--- src/rtl/sevenseg_scan_ctrl.sv ---
// Time-multiplexed driver for a bank of common-anode seven-segment digits.
// A shadow register takes loads at any time and reaches the display only at a frame boundary.
module sevenseg_scan_ctrl #(
   parameter int unsigned DIGITS       = 4,
   parameter int unsigned REFRESH_DIV  = 50000,
   parameter int unsigned BLANK_CYCLES = 4
) (
   input  logic                  clk,
   input  logic                  rst_n,
   input  logic                  load_i,
   input  logic [4*DIGITS-1:0]   digits_i,
   input  logic [DIGITS-1:0]     dp_i,
   input  logic                  lzb_en_i,
   output logic [6:0]            seg_o,
   output logic                  dp_o,
   output logic [DIGITS-1:0]     an_o,
   output logic                  pending_o,
   output logic                  frame_o
);

   localparam int unsigned IDX_W   = (DIGITS > 1) ? $clog2(DIGITS) : 1;
   localparam int unsigned CNT_MAX = (REFRESH_DIV > BLANK_CYCLES) ? REFRESH_DIV : BLANK_CYCLES;
   localparam int unsigned CNT_W   = $clog2(CNT_MAX + 1);
   localparam logic [6:0]  SEG_OFF = 7'b1111111;

   typedef enum logic {
      ST_BLANK = 1'b0,
      ST_SHOW  = 1'b1
   } state_t;

   state_t             state;
   logic [CNT_W-1:0]   cnt;
   logic [IDX_W-1:0]   idx;
   logic [3:0]         disp_nib [DIGITS];
   logic [DIGITS-1:0]  disp_dp;
   logic [3:0]         shd_nib  [DIGITS];
   logic [DIGITS-1:0]  shd_dp;

   logic [DIGITS-1:0]  lzb_dark;
   logic               zero_run;
   logic [6:0]         seg_next;
   logic               dp_next;
   logic               idx_wrap;

   function automatic logic [6:0] bcd_to_seg(input logic [3:0] nib);
      logic [6:0] s;
      case (nib)
         4'd0:    s = 7'b0000001;
         4'd1:    s = 7'b1001111;
         4'd2:    s = 7'b0010010;
         4'd3:    s = 7'b0000110;
         4'd4:    s = 7'b1001100;
         4'd5:    s = 7'b0100100;
         4'd6:    s = 7'b0100000;
         4'd7:    s = 7'b0001111;
         4'd8:    s = 7'b0000000;
         4'd9:    s = 7'b0000100;
         default: s = SEG_OFF;
      endcase
      return s;
   endfunction

   // A digit is a leading zero when it and every digit above it are zero; digit 0 always shows.
   always_comb begin
      zero_run = 1'b1;
      lzb_dark = '0;
      for (int k = int'(DIGITS) - 1; k >= 0; k--) begin
         zero_run    = zero_run & (disp_nib[k] == 4'h0);
         lzb_dark[k] = (k != 0) && zero_run;
      end
   end

   always_comb begin
      seg_next = (lzb_en_i && lzb_dark[idx]) ? SEG_OFF : bcd_to_seg(disp_nib[idx]);
      dp_next  = ~disp_dp[idx];
      idx_wrap = (idx == IDX_W'(DIGITS - 1));
   end

   // Scan FSM; outputs are registered on the same edge as the state change.
   always_ff @(posedge clk or negedge rst_n) begin
      if (!rst_n) begin
         state     <= ST_BLANK;
         cnt       <= '0;
         idx       <= '0;
         seg_o     <= SEG_OFF;
         dp_o      <= 1'b1;
         an_o      <= '1;
         pending_o <= 1'b0;
         frame_o   <= 1'b0;
         disp_dp   <= '0;
         shd_dp    <= '0;
         for (int k = 0; k < int'(DIGITS); k++) begin
            disp_nib[k] <= 4'hF;
            shd_nib[k]  <= 4'hF;
         end
      end else begin
         frame_o <= 1'b0;

         if (load_i) begin
            shd_dp    <= dp_i;
            pending_o <= 1'b1;
            for (int k = 0; k < int'(DIGITS); k++) begin
               shd_nib[k] <= digits_i[4*k +: 4];
            end
         end

         case (state)
            ST_BLANK: begin
               if (cnt == '0) begin
                  state <= ST_SHOW;
                  cnt   <= CNT_W'(REFRESH_DIV - 1);
                  an_o  <= ~(DIGITS'(1) << idx);
                  seg_o <= seg_next;
                  dp_o  <= dp_next;
               end else begin
                  cnt <= cnt - CNT_W'(1);
               end
            end
            ST_SHOW: begin
               if (cnt == '0) begin
                  state <= ST_BLANK;
                  cnt   <= CNT_W'(BLANK_CYCLES - 1);
                  an_o  <= '1;
                  seg_o <= SEG_OFF;
                  dp_o  <= 1'b1;
                  idx   <= idx_wrap ? '0 : idx + IDX_W'(1);
                  if (idx_wrap) begin
                     frame_o <= 1'b1;
                     // Commit the old shadow; a load on this same edge stays pending.
                     if (pending_o) begin
                        disp_nib  <= shd_nib;
                        disp_dp   <= shd_dp;
                        pending_o <= load_i;
                     end
                  end
               end else begin
                  cnt   <= cnt - CNT_W'(1);
                  seg_o <= seg_next;
                  dp_o  <= dp_next;
               end
            end
            default: begin
               state <= ST_BLANK;
               cnt   <= '0;
            end
         endcase
      end
   end

endmodule

--- config.mk ---
export PLATFORM = sky130hd
export DESIGN_NAME = sevenseg_scan_ctrl
export DESIGN_NICKNAME = d
export VERILOG_FILES = /design/src/rtl/sevenseg_scan_ctrl.sv
export SDC_FILE = /design/constraint.sdc
export NUM_CORES = 1
export LEC_CHECK = 0
export ABC_AREA = 1
export CAP_MARGIN = 20
export CORE_UTILIZATION = 47
export DETAILED_ROUTE_END_ITERATION = 10
export PLACE_DENSITY_LB_ADDON = 0.25
export SLEW_MARGIN = 40
export SYNTH_ARGS = -nofsm -noshare
export SYNTH_HDL_FRONTEND = slang
export SYNTH_SLANG_ARGS = --single-unit
--- constraint.sdc ---
create_clock -name clk -period 6.66 [get_ports clk]
set_clock_uncertainty 0.15 [all_clocks]
set_input_delay 1.665 -clock clk [delete_from_list [all_inputs] [get_ports clk]]
set_output_delay 1.665 -clock clk [all_outputs]
set_load 0.01 [all_outputs]
Yosys cells after proc, flatten, opt, wreduce, memory -nomap -nowiden
Memories as Yosys holds them, arrays and structs flattened.
Cells that the tools add are included.

storage, ports and cells
  flip-flop bits (word level) = 73
  bits in latches = 0
  memory bits (writable) = 0
  ROM bits = 112
  output and inout port bits = 14
  logic and storage cells = 73
  memories kept = 1

cells by class
  $add $sub $neg = 2
  multiply operators = 0
  div/mod/pow operators = 0
  order comparisons = 2
  equal/unequal tests = 3
  shift operators = 1
  mux-type cells = 32
  bitwise operators = 6
  reduce and logical (&&, ||, !) cells = 8

memories
  memory           depth  width  read ports  clocked after Yosys merged registers in  wr ports  line  source
  (no name shown)  16     7      1           0                                        0         47    case (nib)

operators by type and width
  operator                                                     number
  two-way mux 16 bit                                           2
  one-hot mux 16 bit (2 select lines)                          1
  two-way mux 7 bit                                            3
  logical NOT 16 bit                                           1
  two-way mux 4 bit                                            4
  subtractor 16 x 1 -> 16 bit (second input constant)          1
  two-way mux 1 bit                                            14
  one-hot mux 7 bit (2 select lines)                           1
  logical NOT 4 bit                                            3
  binary-select mux 4 bit (select 2 bit)                       1
  one-hot mux 4 bit (2 select lines)                           1
  binary-select mux 1 bit (select 2 bit)                       2
  NOT 4 bit                                                    1
  one-hot mux 1 bit (2 select lines)                           2
  AND reduction 2 bit                                          2
  AND reduction 4 bit                                          1
  left shift 1 x 2 -> 4 bit (first input constant)             1
  greater-or-equal comparator 3 bit (second input constant)    1
  less-than comparator 2 x 3 -> 1 bit (second input constant)  1
  NOT 2 -> 3 bit                                               1
  adder 2 x 1 -> 2 bit (second input constant)                 1
  bitwise AND 1 bit                                            2
  equality test 2 bit (second input constant)                  1
  two-way mux 2 bit                                            1
  other kinds (4)                                              5

Depth between registers and ports, before layout
  word-level depth = 9
  mapped depth = 14
  mapped depth without buffers = 13

Worst setup path before layout
No wires, ideal clock.

  path type = input-to-reg
  start point = in lzb_en_i
  end point = reg seg_o[0]
  data arrival time = 2,233 ps
  data required time = 6,434 ps
  path slack = 4,201 ps
  cell stages on the path = 8
  path buffers = 0
  cells stage by stage = nand2_1 > nor2_1 > nand2_1 > nor2_1 > nor2_1 > nand3_1 > nand2_1 > nand2_1

on the way
  cells in the longest elaborated chain, start to end = 4

RTL lines
  item                                  line      source
  start: declaration                    13        input logic lzb_en_i,
  logical AND 1 bit *                   74        seg_next = (lzb_en_i && lzb_dark[idx]) ? SEG_OFF : bcd_to_seg(disp_nib[idx]);
  two-way mux 7 bit *                   74
  two-way mux 7 bit (on tied branches)  120, 109
  one-hot mux 7 bit (2 select lines) *  107       case (state)
  end signal: assignment                113       seg_o <= seg_next;
  end signal: assignment                138       seg_o <= seg_next;
  end: declaration                      14        output logic [6:0] seg_o,

Mark *: on every way between the ends. The rest lies on a longest branch, timed or not. The select of a mux whose other input is x is not followed.
A chain may end at the register's enable or synchronous reset.

Final worst setup path
  start point = reg dp_o
  end point = out dp_o

RTL lines
  item                      line  source
  start: declaration        15    output logic dp_o,
  start signal: assignment  114   dp_o <= dp_next;
  start signal: assignment  139   dp_o <= dp_next;

No word-level cell between the ends.

==> metrics.txt <==
# TYPE chip_impl_metric gauge
chip_impl_metric{name="syn-cell-area",unit="µm²"} 3896
chip_impl_info{name="classification_of_the_worst_setup_path",value="flip-flop to primary output"} 1
chip_impl_metric{name="ios",unit=""} 38
chip_impl_metric{name="period_share",unit=""} 0.4868
chip_impl_metric{name="dieHeight",unit="µm"} 93.05
chip_impl_metric{name="holdBufCountCts",unit=""} 0
chip_impl_info{name="rsz0062_at_grt",value="false"} 1
chip_impl_metric{name="timing.final.ws_setup",unit="ns"} 3.418
chip_impl_metric{name="die-area",unit="µm²"} 8658
chip_impl_metric{name="cp.arrival",unit="ns"} 1.43
chip_impl_metric{name="routed-via-count",unit=""} 2812
chip_impl_metric{name="yosysWarnings",unit=""} 0
chip_impl_metric{name="synth_edf_count",unit=""} 0
chip_impl_metric{name="synthMuxAreaShare",unit=""} 0
chip_impl_metric{name="vdd_drop_max",unit="V"} 0.0001473
chip_impl_metric{name="maximum_number_of_pins_on_one_net_before_global_route_repair",unit=""} 74
chip_impl_metric{name="placement_rows",unit=""} 32
chip_impl_metric{name="number_of_buffers_created_by_cts",unit=""} 9
chip_impl_metric{name="worstMarginPinSlew",unit="ns"} 0.6608
chip_impl_metric{name="total_negative_slack",unit="ns"} 0
chip_impl_metric{name="first_global_vias",unit=""} 2738
chip_impl_metric{name="async_flop_share",unit=""} 1.000
chip_impl_metric{name="synth_nets",unit=""} 487
chip_impl_metric{name="cap_violations",unit=""} 0
chip_impl_metric{name="synth_compound_area_frac",unit=""} 0.1002
chip_impl_info{name="worstSetupEndpointType",value="primary output"} 1
chip_impl_metric{name="cts_setup_buffers",unit=""} 0
chip_impl_metric{name="dr.first_iter.drc_count",unit=""} 126
chip_impl_metric{name="seq_area_frac_synth",unit=""} 0.4830
chip_impl_metric{name="initial_cell_density_of_the_core",unit=""} 0.4940
chip_impl_metric{name="design.final.nets",unit=""} 524
chip_impl_metric{name="p_leak",unit="nW"} 2.061
chip_impl_metric{name="insertion_delay",unit="ns"} 0.35
chip_impl_metric{name="core_area",unit="µm²"} 7888
chip_impl_metric{name="syn-instance-count",unit=""} 448
chip_impl_info{name="netlist.top_cell.by_area",value="sky130_fd_sc_hd__dfstp_2"} 1
chip_impl_metric{name="post_synth_and_or_nand_nor_area_fraction",unit=""} 0.2707
chip_impl_metric{name="track_usage",unit=""} 0.1854
chip_impl_metric{name="route.detailed.wl_per_inst",unit="µm"} 11.77
chip_impl_metric{name="post_drt_via_cell_ratio",unit=""} 4.750
chip_impl_metric{name="flow.area_growth_from_synthesis",unit="%"} 16.28
chip_impl_metric{name="place.detailed.hpwl",unit="µm"} 4896
chip_impl_metric{name="cts-root-to-sink-buffers",unit=""} 2
chip_impl_info{name="synth_ff_type",value="sky130_fd_sc_hd__dfstp_2"} 1
chip_impl_info{name="hold_path.class",value="flip-flop to flip-flop"} 1
chip_impl_metric{name="synth-xor-area-share",unit=""} 0.02023
chip_impl_metric{name="grt_remaining_overflow",unit=""} 0
chip_impl_metric{name="post-route-drc-count",unit=""} 0
chip_impl_metric{name="drtAntennaViolNets",unit=""} 0
chip_impl_metric{name="clock_tree.htree_level_count",unit=""} 3
chip_impl_metric{name="synth.avg_cell_area",unit="µm²"} 8.697
chip_impl_info{name="cts_tree",value="yes"} 1
chip_impl_metric{name="drt_first_pass_iters",unit=""} 4
chip_impl_metric{name="portbufs",unit=""} 37
chip_impl_metric{name="fillerInstances",unit=""} 725
chip_impl_metric{name="max_clock_freq",unit="MHz"} 308.5
chip_impl_metric{name="fin_cells",unit=""} 592
chip_impl_info{name="path_cells",value="clkdlybuf4s50_1"} 1
chip_impl_metric{name="detailedPlace.worstSlack",unit="ns"} 3.607
chip_impl_info{name="cpMaxStageDelayCell",value="sky130_fd_sc_hd__dfstp_2"} 1
chip_impl_metric{name="insertedDiodeCount",unit=""} 0
chip_impl_metric{name="synth_largest_type_area_fraction",unit=""} 0.2967
chip_impl_metric{name="report.final.hold_viol_count",unit=""} 0
chip_impl_info{name="outcome",value="finished clean"} 1
chip_impl_metric{name="worst_path_largest_cell_delay",unit="ns"} 0.54
chip_impl_metric{name="postSynthRegisterBits",unit=""} 73
chip_impl_metric{name="timing.critical_path.required",unit="ns"} 4.85
chip_impl_metric{name="cts.sinks",unit=""} 73
chip_impl_metric{name="routed_wl",unit="µm"} 6970
chip_impl_metric{name="crit_fanout",unit=""} 2
chip_impl_metric{name="number_of_instances_resized_during_post_cts_repair",unit=""} 0
chip_impl_metric{name="slew_headroom",unit=""} 0.5594
chip_impl_info{name="cts_root_buf",value="sky130_fd_sc_hd__clkbuf_8"} 1
chip_impl_metric{name="post-place-cells",unit=""} 576
chip_impl_metric{name="die_width",unit="µm"} 93.05
chip_impl_metric{name="gpl.final_weighted_congestion",unit=""} 0.8234
chip_impl_info{name="synthMostInstantiatedCell",value="sky130_fd_sc_hd__nand2_1"} 1
chip_impl_info{name="ys_top_cells_by_area",value="sky130_fd_sc_hd__dfstp_2, sky130_fd_sc_hd__dfrtp_1, sky130_fd_sc_hd__nand2_1"} 1
chip_impl_metric{name="final-setup-viol-count",unit=""} 0
chip_impl_info{name="critPathTopFamily",value="flip-flops"} 1
chip_impl_metric{name="power_density_relative_to_cell_area",unit="nW/µm²"} 194.9
chip_impl_metric{name="grt_pass1_wl",unit="µm"} 12530
chip_impl_metric{name="final_layout_size_suffix_gt1_frac",unit=""} 0.2714
chip_impl_metric{name="netlist-cell-type-count",unit=""} 32
chip_impl_info{name="synth_commonest_cells",value="sky130_fd_sc_hd__nand2_1, sky130_fd_sc_hd__inv_1, sky130_fd_sc_hd__dfstp_2"} 1
chip_impl_metric{name="cts.reportedPaths.clkPinSlew",unit="ns"} 0.08
chip_impl_info{name="synth_top_family_by_area",value="simple AND/OR/NAND/NOR gates"} 1
chip_impl_info{name="crit_path_start_kind",value="flip-flop"} 1
chip_impl_metric{name="fin_crit_period",unit="ns"} 3.242
chip_impl_metric{name="antenna_found_initial",unit=""} 0
chip_impl_metric{name="worst-path-buf-inv",unit=""} 1
chip_impl_metric{name="final-max-slew-violation-count",unit=""} 0
chip_impl_metric{name="yosys.area_share.adder",unit=""} 0.04817
chip_impl_metric{name="final_hold_slack",unit="ns"} 0.3181
## logic make-up after synthesis
family | Yosys count
AOI/OAI and AO/OA | 61
buffers and inverters | 70
xor gates and xnor gates | 9
and+or+nand+nor | 220
adders and majority gates | 15
DFF | 73
## state kept, by name, indices dropped and copies added, names as in the netlist
name       flops
an_o           4
cnt           16
disp_dp        4
disp_nib      16
dp_o           1
frame_o        1
idx            2
pending_o      1
seg_o          7
shd_dp         4
shd_nib       16
state          1
## cell type report
class / count / area (µm²) / share of cell area
clock buffer: 10 / 148.9 / 0.03286
clock inverter: 6 / 71.32 / 0.01574
inverter: 58 / 217.7 / 0.04805
multi-input combinational: 305 / 1712 / 0.3778
sequential: 73 / 1882 / 0.4154
tap: 102 / 127.6 / 0.02817
timing repair buffer: 38 / 371.6 / 0.08202
## report_power, final
group	total (mW)	switching (mW)	internal [mW]
clock	0.378	0.179	0.199
combinational	0.0415	0.0246	0.0169
sequential	0.464	0.00288	0.461
## final timing paths
check / from / end / slack [ns] / cells past startpoint
setup / recovery: dp_o / dp_o / 3.42 / 1
hold / removal: seg_o[3] / seg_o[3] / 0.32 / 2
setup reg to reg: cnt[0] / an_o[1] / 4.09 / 9
hold reg to reg: seg_o[3] / seg_o[3] / 0.32 / 2
max in group asynchronous: rst_n / shd_dp[3] / 4.66 / 2
min in group asynchronous: rst_n / cnt[11] / 1.26 / 2
## cells in the final DEF, fill, tap and decap left out, types with 9 or more instances in the layout
cell and instances:
sky130_fd_sc_hd__clkbuf_8 9, sky130_fd_sc_hd__dfrtp_1 29, sky130_fd_sc_hd__nand3_1 28, sky130_fd_sc_hd__dfstp_2 44, sky130_fd_sc_hd__inv_2 10, sky130_fd_sc_hd__o21ai_0 27, sky130_fd_sc_hd__nor2_1 40, sky130_fd_sc_hd__nand2_1 102
sky130_fd_sc_hd__nand2_2 26, sky130_fd_sc_hd__o21ai_2 20, sky130_fd_sc_hd__inv_1 48, sky130_fd_sc_hd__ha_1 15, sky130_fd_sc_hd__clkdlybuf4s50_1 35
## metal layers
metal | GRT usage | vias up | share of wire
met3 | 0.03171 | 10 | 0.026
li1 | - | 1475 | -
met4 | 0.07821 | 0 | 0.015
met1 | 0.2424 | 1287 | 0.49
met5 | 0 | - | 0
met2 | 0.3039 | 40 | 0.47
## through the flow
step           total power [mW]  cell area, µm²    util
5_1_grt                  0.9243            4531  0.5744
3_5_place_dp             0.5147            4310  0.5465
6_report                 0.8830            4531  0.5744
4_1_cts                  0.8948            4531  0.5744
2_1_floorplan            0.4876            3896       -
3_3_place_gp             0.5129            4312  0.5466
No activity file was read; power rests on OpenSTA's default activity.
==> patch: new RTL, config.mk and constraints unchanged <==
Register the output `an_o` once more, with the module's reset; this adds one clock of latency there. The other outputs are not delayed to match.
--- a/src/rtl/sevenseg_scan_ctrl.sv
+++ b/src/rtl/sevenseg_scan_ctrl.sv
@@ -27,6 +27,8 @@
       ST_BLANK = 1'b0,
       ST_SHOW  = 1'b1
    } state_t;
+
+   logic [DIGITS-1:0] an_s0;
 
    state_t             state;
    logic [CNT_W-1:0]   cnt;
@@ -84,7 +86,7 @@
          idx       <= '0;
          seg_o     <= SEG_OFF;
          dp_o      <= 1'b1;
-         an_o      <= '1;
+         an_s0     <= '1;
          pending_o <= 1'b0;
          frame_o   <= 1'b0;
          disp_dp   <= '0;
@@ -109,7 +111,7 @@
                if (cnt == '0) begin
                   state <= ST_SHOW;
                   cnt   <= CNT_W'(REFRESH_DIV - 1);
-                  an_o  <= ~(DIGITS'(1) << idx);
+                  an_s0 <= ~(DIGITS'(1) << idx);
                   seg_o <= seg_next;
                   dp_o  <= dp_next;
                end else begin
@@ -120,7 +122,7 @@
                if (cnt == '0) begin
                   state <= ST_BLANK;
                   cnt   <= CNT_W'(BLANK_CYCLES - 1);
-                  an_o  <= '1;
+                  an_s0 <= '1;
                   seg_o <= SEG_OFF;
                   dp_o  <= 1'b1;
                   idx   <= idx_wrap ? '0 : idx + IDX_W'(1);
@@ -147,5 +149,13 @@
       end
    end
 
+   always_ff @(posedge clk or negedge rst_n) begin
+      if (!rst_n) begin
+         an_o <= '0;
+      end else begin
+         an_o <= an_s0;
+      end
+   end
+
 endmodule
 
Check against the original RTL: not equivalent (Yosys sat finds a counterexample within 4 cycles, from zero or initial values and one cycle with rst_n low).
==> patch against the unedited design <==
  * Total power grew 1.6%
  * Area after synthesis is 2.2% higher
  * Sequential cell count up 4
  * Sequential share of layout area rose by 1.5 points
  * Critical path depth is the same
  * Synthesized cell count is 0.22% higher
  * Worst setup slack is essentially flat
  * Wire length rose by 1.4%
  * Cell area up 1.7%
  * Via count is 1.8% higher
  * Largest power group unchanged
==> patch: results (changes against the unedited design) <==
share of final-layout standard cells stronger than drive strength 1=27.1% (unchanged); clock root buffer=clkbuf_8; slack of the worst reg-to-reg path=3950 ps (-140 ps); critical path fanouts, max=2 (unchanged); most frequent cells after synthesis=nand2_1 (103), inv_1 (47), dfstp_2 (44), nor2_1 (38), dfrtp_1 (33); post_cts resized=0 (unchanged); global-route wire length before repair=12.4 mm (-0.72%); placed insts=579 (+0.52%); CTS max path bufs=2 (unchanged); min-delay worst type=reg2reg; Vias per Instance=4.81 (+1.3%); Detail Placement HPWL=5.03 mm (+2.8%); Final Hold Vio Count=0 (unchanged); worst r2r dst=an_s0[2]; cell area after placement=4400 um^2 (+2.1%); Worst Hold Launch=an_s0[2]; H-tree depth=3 (unchanged); sequential share of the synthesized area=49.8% (+1.5 points); highest-delay cell along the critical path=dfstp_2; final routed wirelength across all metal layers=7.07 mm (+1.4%); post-CTS setup repair buffer count=0 (unchanged); final net count=524 (unchanged); count of cell types in the netlist=33 (+3.1%); largest stage delay on the critical path=540 ps (about the same); origin of the critical flop-to-flop path=cnt[0]; number of antenna violations at the first check in global routing=0 (unchanged); Max transition margin=55.2% (-0.76 points); clock insertion delay at the later pin of the skew report=350 ps (about the same); P_leak=2.09 nW (+1.3%); number of optimization iterations in the first detailed-route pass=4 (unchanged); biggest area contributors in the synthesized netlist=dfstp_2 (29%), dfrtp_1 (21%), nand2_1 (9.7%); Inserted Clock Buffers=9 (unchanged); synthesized netlist net count=488 (+0.21%); clock transition at the registers of the reported paths=80 ps (about the same); WL per Instance=11.9 um (+0.89%); FFs w/ async S/R, synth=100% (unchanged); hold worst-path end=an_o[2]; largest net degree at the start of global routing=78 (+5.4%); iteration-0 DRC count of the detailed router=115 (-8.7%); average size of a mapped cell=8.86 um^2 (+1.9%); worst hold stages=0 (-2); warnings from Yosys=0 (unchanged); most frequent cell after synthesis=nand2_1; vias in the first global route=2733 (-0.18%); logic depth of the worst register-to-register path=9 (unchanged); number of antenna repair diodes=0 (unchanged); run status=complete, no violations; IR drop worst, VDD=0.160 mV (+9.0%); Final Wtd Congestion=0.866 (+5.2%); GRT Overall Usage=18.3% (-0.19 points); number of buffers added on ports=37 (unchanged)
==> patch: changes by cell type after synthesis, sizes merged <==
cell / change
nor2: -3
a31oi: +1
inv: -1
dfrtp: +4
==> patch: kinds of logic (layout without fill, tap and decap cells) <==
group	after synthesis	after routing	synth area share, %
adder cells (fa/ha/maj)	15	15	4.72
AO/OA/AOI/OAI	62	62	10.1
flip-flops	77	77	49.8
AND/OR/NAND/NOR	217	217	26.1
XOR/XNOR	9	9	1.98
buffers and inverters	69	110	7.36
==> patch: worst max path at each step <==
stage | start | end | slack (ps) | cells past startpoint
floorplan | lzb_en_i | seg_o[0] | 4200 | 8
CTS | seg_o[4] | seg_o[4] | 3390 | 1
detailed placement | lzb_en_i | seg_o[6] | 3580 | 9
global placement | load_i | shd_dp[0] | 3290 | 2
global route | seg_o[6] | seg_o[6] | 3370 | 1
finish | seg_o[4] | seg_o[4] | 3420 | 1
==> patch: metal layers <==
layer	share of wire (%)	vias to the layer above	GRT usage [%]
li1	-	1488	-
met1	49	1315	24.3
met2	46	52	28.9
met3	3.8	7	5.50
met4	1.1	0	5.64
met5	0	-	0
==> patch: final cells by class <==
cell class,count,area [um^2]
multi-input combinational,303,1710
inverter,57,214
fill,764,3610
timing repair buffer,37,367
sequential,77,1980
tap,105,131
clock inverter,6,70.1
clock buffer,10,138
==> patch: where the power goes <==
group          switching [W]  leakage (nW)  internal [W]   total, W
Clock               0.000182        0.0955      0.000186   0.000368
Combinational      0.0000248          1.15     0.0000167  0.0000415
Sequential        0.00000269         0.839      0.000485   0.000488
Total               0.000210          2.09      0.000688   0.000897
==> patch: stage by stage <==
step                      hold WS (ps)  total power, W  worst slack, ps
final                              247        0.000897             3420
after global placement             242        0.000537             3290
after detailed placement           245        0.000539             3580
after global routing               249        0.000938             3370
after CTS                          250        0.000913             3390
after floorplan                    239        0.000512             4200
